==> src/rtl/writeback_unit_if.sv <==
// Handshake and register-file bundle for writeback_unit: ALU/load result inputs,
// register-file write port, decode-stage hazard probe, flush and occupancy.
interface writeback_unit_if;
  logic       alu_valid;
  logic       alu_ready;
  logic [2:0] alu_target;
  logic [7:0] alu_data;
  logic       ld_valid;
  logic       ld_ready;
  logic [2:0] ld_target;
  logic [7:0] ld_data;
  logic       readWrite;
  logic [2:0] target;
  logic [7:0] writeData;
  logic [2:0] chk_regA;
  logic [2:0] chk_regB;
  logic       hazard;
  logic       flush;
  logic [2:0] count;

  modport master (
    output alu_valid, alu_target, alu_data,
    output ld_valid, ld_target, ld_data,
    output chk_regA, chk_regB, flush,
    input  alu_ready, ld_ready, readWrite, target, writeData, hazard, count
  );

  modport slave (
    input  alu_valid, alu_target, alu_data,
    input  ld_valid, ld_target, ld_data,
    input  chk_regA, chk_regB, flush,
    output alu_ready, ld_ready, readWrite, target, writeData, hazard, count
  );
endinterface

==> src/rtl/writeback_unit.sv <==
// Writeback merge: 4-entry in-order FIFO feeding the register-file write port from
// ALU and load results. Define WB_SCOREBOARD_EN to build the pending-write hazard compare.
module writeback_unit (
  input logic             clk,
  input logic             rst_n,
  writeback_unit_if.slave bus
);

  logic [10:0] mem [4];
  logic [2:0]  occ;
  logic [1:0]  rdPtr;
  logic [1:0]  wrPtr;
  logic [2:0]  space;
  logic        aluRdy;
  logic        ldRdy;
  logic        pop;
  logic        aluPush;
  logic        ldPush;
  logic [1:0]  ldSlot;
  logic        readWriteQ;
  logic [2:0]  targetQ;
  logic [7:0]  writeDataQ;

  // Space counts the head slot as free whenever it will be popped this same edge.
  always_comb begin
    space   = 3'd4 - occ + {2'b00, occ != 3'd0};
    aluRdy  = (space >= 3'd1) && !bus.flush;
    ldRdy   = ((space >= 3'd2) || ((space >= 3'd1) && !bus.alu_valid)) && !bus.flush;
    pop     = (occ != 3'd0) && !bus.flush;
    aluPush = bus.alu_valid && aluRdy && (bus.alu_target != 3'd0);
    ldPush  = bus.ld_valid && ldRdy && (bus.ld_target != 3'd0);
    ldSlot  = wrPtr + {1'b0, aluPush};
  end

  always_ff @(posedge clk or negedge rst_n) begin
    if (!rst_n) begin
      occ        <= 3'd0;
      rdPtr      <= 2'd0;
      wrPtr      <= 2'd0;
      readWriteQ <= 1'b0;
      targetQ    <= 3'd0;
      writeDataQ <= 8'd0;
    end else if (bus.flush) begin
      occ        <= 3'd0;
      rdPtr      <= 2'd0;
      wrPtr      <= 2'd0;
      readWriteQ <= 1'b0;
    end else begin
      readWriteQ <= pop;
      if (pop) begin
        targetQ    <= mem[rdPtr][10:8];
        writeDataQ <= mem[rdPtr][7:0];
      end
      rdPtr <= rdPtr + {1'b0, pop};
      wrPtr <= wrPtr + {1'b0, aluPush} + {1'b0, ldPush};
      occ   <= occ + {2'b00, aluPush} + {2'b00, ldPush} - {2'b00, pop};
    end
  end

  // ALU entry takes the lower slot so it drains ahead of a same-cycle load.
  always_ff @(posedge clk) begin
    if (aluPush) mem[wrPtr] <= {bus.alu_target, bus.alu_data};
    if (ldPush)  mem[ldSlot] <= {bus.ld_target, bus.ld_data};
  end

`ifdef WB_SCOREBOARD_EN
  logic       hazardC;
  logic [2:0] slotTgt;
  always_comb begin
    hazardC = 1'b0;
    slotTgt = 3'd0;
    for (int i = 0; i < 4; i++) begin
      slotTgt = mem[rdPtr + 2'(i)][10:8];
      if ((3'(i) < occ) &&
          (((bus.chk_regA != 3'd0) && (slotTgt == bus.chk_regA)) ||
           ((bus.chk_regB != 3'd0) && (slotTgt == bus.chk_regB))))
        hazardC = 1'b1;
    end
  end
  assign bus.hazard = hazardC;
`else
  logic unusedChk;
  assign unusedChk  = ^{bus.chk_regA, bus.chk_regB};
  assign bus.hazard = 1'b0;
`endif

  assign bus.alu_ready = aluRdy;
  assign bus.ld_ready  = ldRdy;
  assign bus.readWrite = readWriteQ;
  assign bus.target    = targetQ;
  assign bus.writeData = writeDataQ;
  assign bus.count     = occ;

endmodule

==> src/flat_wrapper.sv <==
// flat-port wrapper written by rule: the top's interface ports become plain ports
module writeback_unit_flat 
  (clk, rst_n, bus_alu_valid, bus_alu_target, bus_alu_data, bus_ld_valid, bus_ld_target, bus_ld_data, bus_chk_regA, bus_chk_regB, bus_flush, bus_alu_ready, bus_ld_ready, bus_readWrite, bus_target, bus_writeData, bus_hazard, bus_count);
  writeback_unit_if bus_i ();
  input logic clk;
  input logic rst_n;
  input wire logic [$bits(bus_i.alu_valid)-1:0] bus_alu_valid;
  input wire logic [$bits(bus_i.alu_target)-1:0] bus_alu_target;
  input wire logic [$bits(bus_i.alu_data)-1:0] bus_alu_data;
  input wire logic [$bits(bus_i.ld_valid)-1:0] bus_ld_valid;
  input wire logic [$bits(bus_i.ld_target)-1:0] bus_ld_target;
  input wire logic [$bits(bus_i.ld_data)-1:0] bus_ld_data;
  input wire logic [$bits(bus_i.chk_regA)-1:0] bus_chk_regA;
  input wire logic [$bits(bus_i.chk_regB)-1:0] bus_chk_regB;
  input wire logic [$bits(bus_i.flush)-1:0] bus_flush;
  output wire logic [$bits(bus_i.alu_ready)-1:0] bus_alu_ready;
  output wire logic [$bits(bus_i.ld_ready)-1:0] bus_ld_ready;
  output wire logic [$bits(bus_i.readWrite)-1:0] bus_readWrite;
  output wire logic [$bits(bus_i.target)-1:0] bus_target;
  output wire logic [$bits(bus_i.writeData)-1:0] bus_writeData;
  output wire logic [$bits(bus_i.hazard)-1:0] bus_hazard;
  output wire logic [$bits(bus_i.count)-1:0] bus_count;
  assign bus_i.alu_valid = bus_alu_valid;
  assign bus_i.alu_target = bus_alu_target;
  assign bus_i.alu_data = bus_alu_data;
  assign bus_i.ld_valid = bus_ld_valid;
  assign bus_i.ld_target = bus_ld_target;
  assign bus_i.ld_data = bus_ld_data;
  assign bus_i.chk_regA = bus_chk_regA;
  assign bus_i.chk_regB = bus_chk_regB;
  assign bus_i.flush = bus_flush;
  assign bus_alu_ready = bus_i.alu_ready;
  assign bus_ld_ready = bus_i.ld_ready;
  assign bus_readWrite = bus_i.readWrite;
  assign bus_target = bus_i.target;
  assign bus_writeData = bus_i.writeData;
  assign bus_hazard = bus_i.hazard;
  assign bus_count = bus_i.count;
  writeback_unit u_core (.clk(clk), .rst_n(rst_n), .bus(bus_i));
endmodule
==> config.mk <==
export PLATFORM = sky130hd
export DESIGN_NAME = writeback_unit_flat
export DESIGN_NICKNAME = d
export VERILOG_FILES = /design/src/rtl/writeback_unit_if.sv /design/src/rtl/writeback_unit.sv /design/src/flat_wrapper.sv
export SDC_FILE = /design/constraint.sdc
export NUM_CORES = 1
export LEC_CHECK = 0
export CAP_MARGIN = 20
export CORE_MARGIN = 5
export CORE_UTILIZATION = 53
export CTS_CLUSTER_DIAMETER = 100
export DETAILED_ROUTE_END_ITERATION = 10
export PLACE_DENSITY_LB_ADDON = 0.25
export SLEW_MARGIN = 30
export SYNTH_ARGS = -nofsm -noshare
export SYNTH_HDL_FRONTEND = slang
export SYNTH_SLANG_ARGS = --single-unit
==> constraint.sdc <==
create_clock -name clk -period 4.4 [get_ports clk]
set_input_delay 0.88 -clock clk [delete_from_list [all_inputs] [get_ports clk]]
set_output_delay 0.88 -clock clk [all_outputs]
set_load 0.1 [all_outputs]
==> Flow_metrics.wiki <==
{| class="wikitable"
! Metric !! Value
|-
| Multi-input combinational cell area || 0.001251 sq mm
|-
| Number of flip-flops and latches in the synthesized netlist || 63
|-
| Min Clock Period, post-route || 3.821 ns
|-
| Clock-pin transition on the worst setup and hold timing paths || 0.07 ns
|-
| Total CTS buffers || 9
|-
| Chip Height || 86.70 um
|-
| Part of the power in registers || 0.346
|-
| Combinational fraction of design power || 0.493
|-
| Relative max-transition margin || 0.3415
|-
| Cell Chain, Critical Path || nor3_1, ha_1, inv_1, ha_1, xnor2_1, a31oi_4, o311ai_1, inv_1, ha_1, xor2_1, and4_4, o21bai_1, buf_4
|-
| Worst skew pair latency || 0.33 ns
|-
| Wire length per cell || 19.41 um
|-
| WHS || 0.4992 ns
|-
| Maximum operating frequency || 261.7 MHz
|-
| Cell repeated most along the worst path || sky130_fd_sc_hd__ha_1
|-
| Leading post-synthesis cells by cell area || sky130_fd_sc_hd__edfxtp_1, sky130_fd_sc_hd__dfrtp_1, sky130_fd_sc_hd__mux2_1
|-
| Sw frac || 0.4469
|-
| Number of distinct library cells after synthesis || 31
|-
| Portion of total power attributed to the clock network || 0.161
|-
| Reg-to-reg startpoint || u_core.bus.count[1]
|-
| Run status || finished clean
|-
| Worst path required time || 4.44 ns
|-
| Final sum of negative setup slack || 0 ns
|-
| Number of buffers added to fix hold violations after cts || 0
|-
| Routed Antenna Nets || 0
|-
| Cell leakage power || 1.365 nW
|-
| Remaining routing DRC violations || 0
|-
| Die Outline Area || 0.007517 sq mm
|-
| Initial Utilization || 0.5361
|-
| Post-synth top area cell || sky130_fd_sc_hd__edfxtp_1
|-
| Synth Net Count || 229
|-
| Final setup margin || 0.5792 ns
|-
| Type of element launching the critical path || register
|-
| Width of the chip || 86.70 um
|-
| Average cell area after synthesis || 16.59 sq um
|-
| Fraction of final layout cells sized beyond drive strength 1 || 0.2561
|-
| Wire length of the first global-routing pass || 10,320 um
|-
| Overall via count from detail_route || 1,802
|-
| Share of synthesized registers carrying an async set or reset || 0.3016
|-
| Cells after synthesis || 188
|-
| Slowest Stage Delay on Critical Path || 0.44 ns
|-
| Detailed placement HPWL || 4200 um
|-
| Tightest Pin Transition || 0.9846 ns
|-
| Count of flip-flops with a built-in enable after synthesis || 44
|-
| Clock tree from TritonCTS || built
|-
| Post-Synthesis Cell Area || 0.003118 sq mm
|-
| Number of buffers between clock root and the deepest sink || 2
|-
| Number of buffers inserted by post-CTS setup repair || 0
|-
| Fraction of synthesized cell area taken by the top area cell type || 0.4238
|-
| Minimum setup slack after placement || 0.3979 ns
|-
| Sw power || 1.173 mW
|-
| Number of max-cap violations || 0
|-
| Number of warnings reported in the yosys synthesis log || 0
|-
| Setup CP Type || register to register
|-
| Final-stage net count || 282
|-
| First drt pass iteration count || 4
|-
| Cell at the root of the clock tree || sky130_fd_sc_hd__clkbuf_8
|-
| Power density over the cells || 689.6 mW/mm^2
|-
| Count of input and output buffers || 43
|-
| Largest fanout on the critical path || 12
|-
| Fill cell total of the finished layout || 451
|-
| Type of element capturing the critical path || register
|-
| Post-route fraction of the period consumed by the critical path || 0.8684
|-
| Routability-driven placement congestion ratio || 0.7503
|-
| Number of H-tree levels || 3
|-
| Type of the most critical hold path || primary input to async pin
|-
| Sequential Area || 0.001800 sq mm
|-
| Register-to-register path setup slack || 0.58 ns
|-
| Initial antenna violation count || 0
|-
| Internal power component || 1.452 mW
|-
| Initial drt markers || 74
|-
| Max Clock Skew || 0.006769 ns
|-
| Routed vias/inst || 5.614
|-
| Sequential area share after synthesis || 0.5762
|-
| Cell family with the largest share of critical-path delay || simple AND/OR/NAND/NOR gates
|-
| Total Routed Length || 6231 um
|-
| Endpoints failing hold || 0
|-
| Data arrival time of the worst path || 3.86 ns
|-
| Largest net degree at the start of global routing || 20
|-
| Total congestion overflow || 0
|-
| GRT Overall Usage || 0.1882
|-
| Critical path's slowest cell || sky130_fd_sc_hd__dfrtp_2
|-
| Crit Reg-Reg Endpoint || u_core.mem[3][2]
|-
| Area growth from synthesis to layout || 22.07%
|-
| Total clock sinks || 63
|-
| Antenna diode instance count || 0
|-
| Number of slew-limit violations in the final report || 0
|-
| Ranking of synthesized cells by instance count || sky130_fd_sc_hd__edfxtp_1, sky130_fd_sc_hd__mux2_1, sky130_fd_sc_hd__dfrtp_1, sky130_fd_sc_hd__mux2_2, sky130_fd_sc_hd__mux4_2
|-
| Worst Reg2Reg Path Length in Cells || 13
|-
| Number of failing setup endpoints in the final timing report || 0
|-
| Most frequent cell after synthesis || sky130_fd_sc_hd__edfxtp_1
|-
| Number of global-route vias before repair || 1,998
|-
| Worst path bufs/invs || 3
|-
| Worst vdd ir || 457.4 uV
|-
| Standard-cell row count || 28
|-
| Total core area || 0.005816 sq mm
|-
| Leading register cell type out of synthesis || sky130_fd_sc_hd__edfxtp_1
|-
| Unrepaired setup endpoints after global routing || false
|-
| Post-CTS sizing || 0
|-
| Number of ports placed on the die boundary || 51
|}
==> worst register-to-register path: cells and delay by family (launching register included) <==
kind                     cells  cell delay [ns]
flip-flops                   1             0.44
AND/OR/NAND/NOR              2             0.68
AO/OA/AOI/OAI                3             0.67
XOR/XNOR                     2             0.68
adder cells (fa/ha/maj)      3             0.62
buffers and inverters        3             0.43
==> metal layers <==
metal | track usage | up-vias | wire length (um)
met2 | 0.3039 | 53 | 3111
met5 | 0 | - | 0
met3 | 0.05513 | 8 | 340
met4 | 0.06091 | 0 | 72
met1 | 0.2457 | 917 | 2707
li1 | - | 824 | -
==> state kept, by name, summed over array words and instances (netlist names) <==
register	flops
u_core.rdPtr	2
u_core.mem	44
u_core.bus.writeData	8
u_core.bus.target	3
u_core.bus.count	3
u_core.bus.readWrite	1
u_core.wrPtr	2
==> cells in the final DEF, fill, tap and decap left out, drive strengths merged, types with 3 or more instances in the layout <==
cell type / instances
mux2: 55
edfxtp: 44
clkdlybuf4s50: 40
dfrtp: 19
clkbuf: 12
mux4: 11
buf: 11
nor2: 8
inv: 6
xnor2: 6
ha: 6
clkinv: 3
==> worst max-delay path by stage <==
stage                                  end           startpoint  cells past startpoint  slack [ns]
after global routing      u_core.mem[3][8]  u_core.bus.count[1]                     13        0.38
final                     u_core.mem[3][2]  u_core.bus.count[1]                     13        0.58
after CTS                 u_core.mem[3][2]  u_core.bus.count[1]                     13        0.57
after global placement    u_core.mem[3][6]    bus_alu_target[0]                      8        0.45
after floorplan           u_core.mem[3][0]  u_core.bus.count[1]                     13        0.20
after detailed placement  u_core.mem[3][2]    bus_alu_target[0]                      8        0.40
==> layout make-up <==
type | instances | share of cell area
multi-input cells | 110 | 0.3287
clock buffers | 12 | 0.03550
well taps | 75 | 0.02465
repair buffers | 51 | 0.1262
inverters | 6 | 0.005917
clock inverters | 4 | 0.005917
flip-flops and latches | 63 | 0.4730
==> kinds of logic after synthesis <==
kind of cell,count (synthesis),synth area share
multiplexers,66,0.2781
AND/OR/NAND/NOR,20,0.03732
adder cells (fa/ha/maj),8,0.03692
buffers and inverters,15,0.02728
other,1,0.001203
AO/OA/AOI/OAI,8,0.02327
XOR/XNOR,7,0.01966
flip-flops,63,0.5762
==> per-stage QoR <==
| step | area, sq um | power, mW | utilization | instances |
|---|---|---|---|---|
| detailed placement | 3649 | 2.231 | 0.6274 | 305 |
| CTS | 3806 | 2.650 | 0.6545 | 321 |
| global placement | 3654 | 2.210 | 0.6282 | 305 |
| finish | 3806 | 2.625 | 0.6545 | 321 |
| global route | 3806 | 2.761 | 0.6545 | 321 |
| floorplan | 3137 | 1.906 | - | 188 |
==> power groups by stage <==
stage | logic (mW) | clock network, mW | registers, mW
detailed placement | 1.30 | 0 | 0.926
floorplan | 0.554 | 0 | 1.35
global route | 1.37 | 0.462 | 0.931
finish | 1.29 | 0.421 | 0.909
CTS | 1.31 | 0.428 | 0.914
global placement | 1.29 | 0 | 0.920
Note: power is estimated with default switching activity, not from simulation.
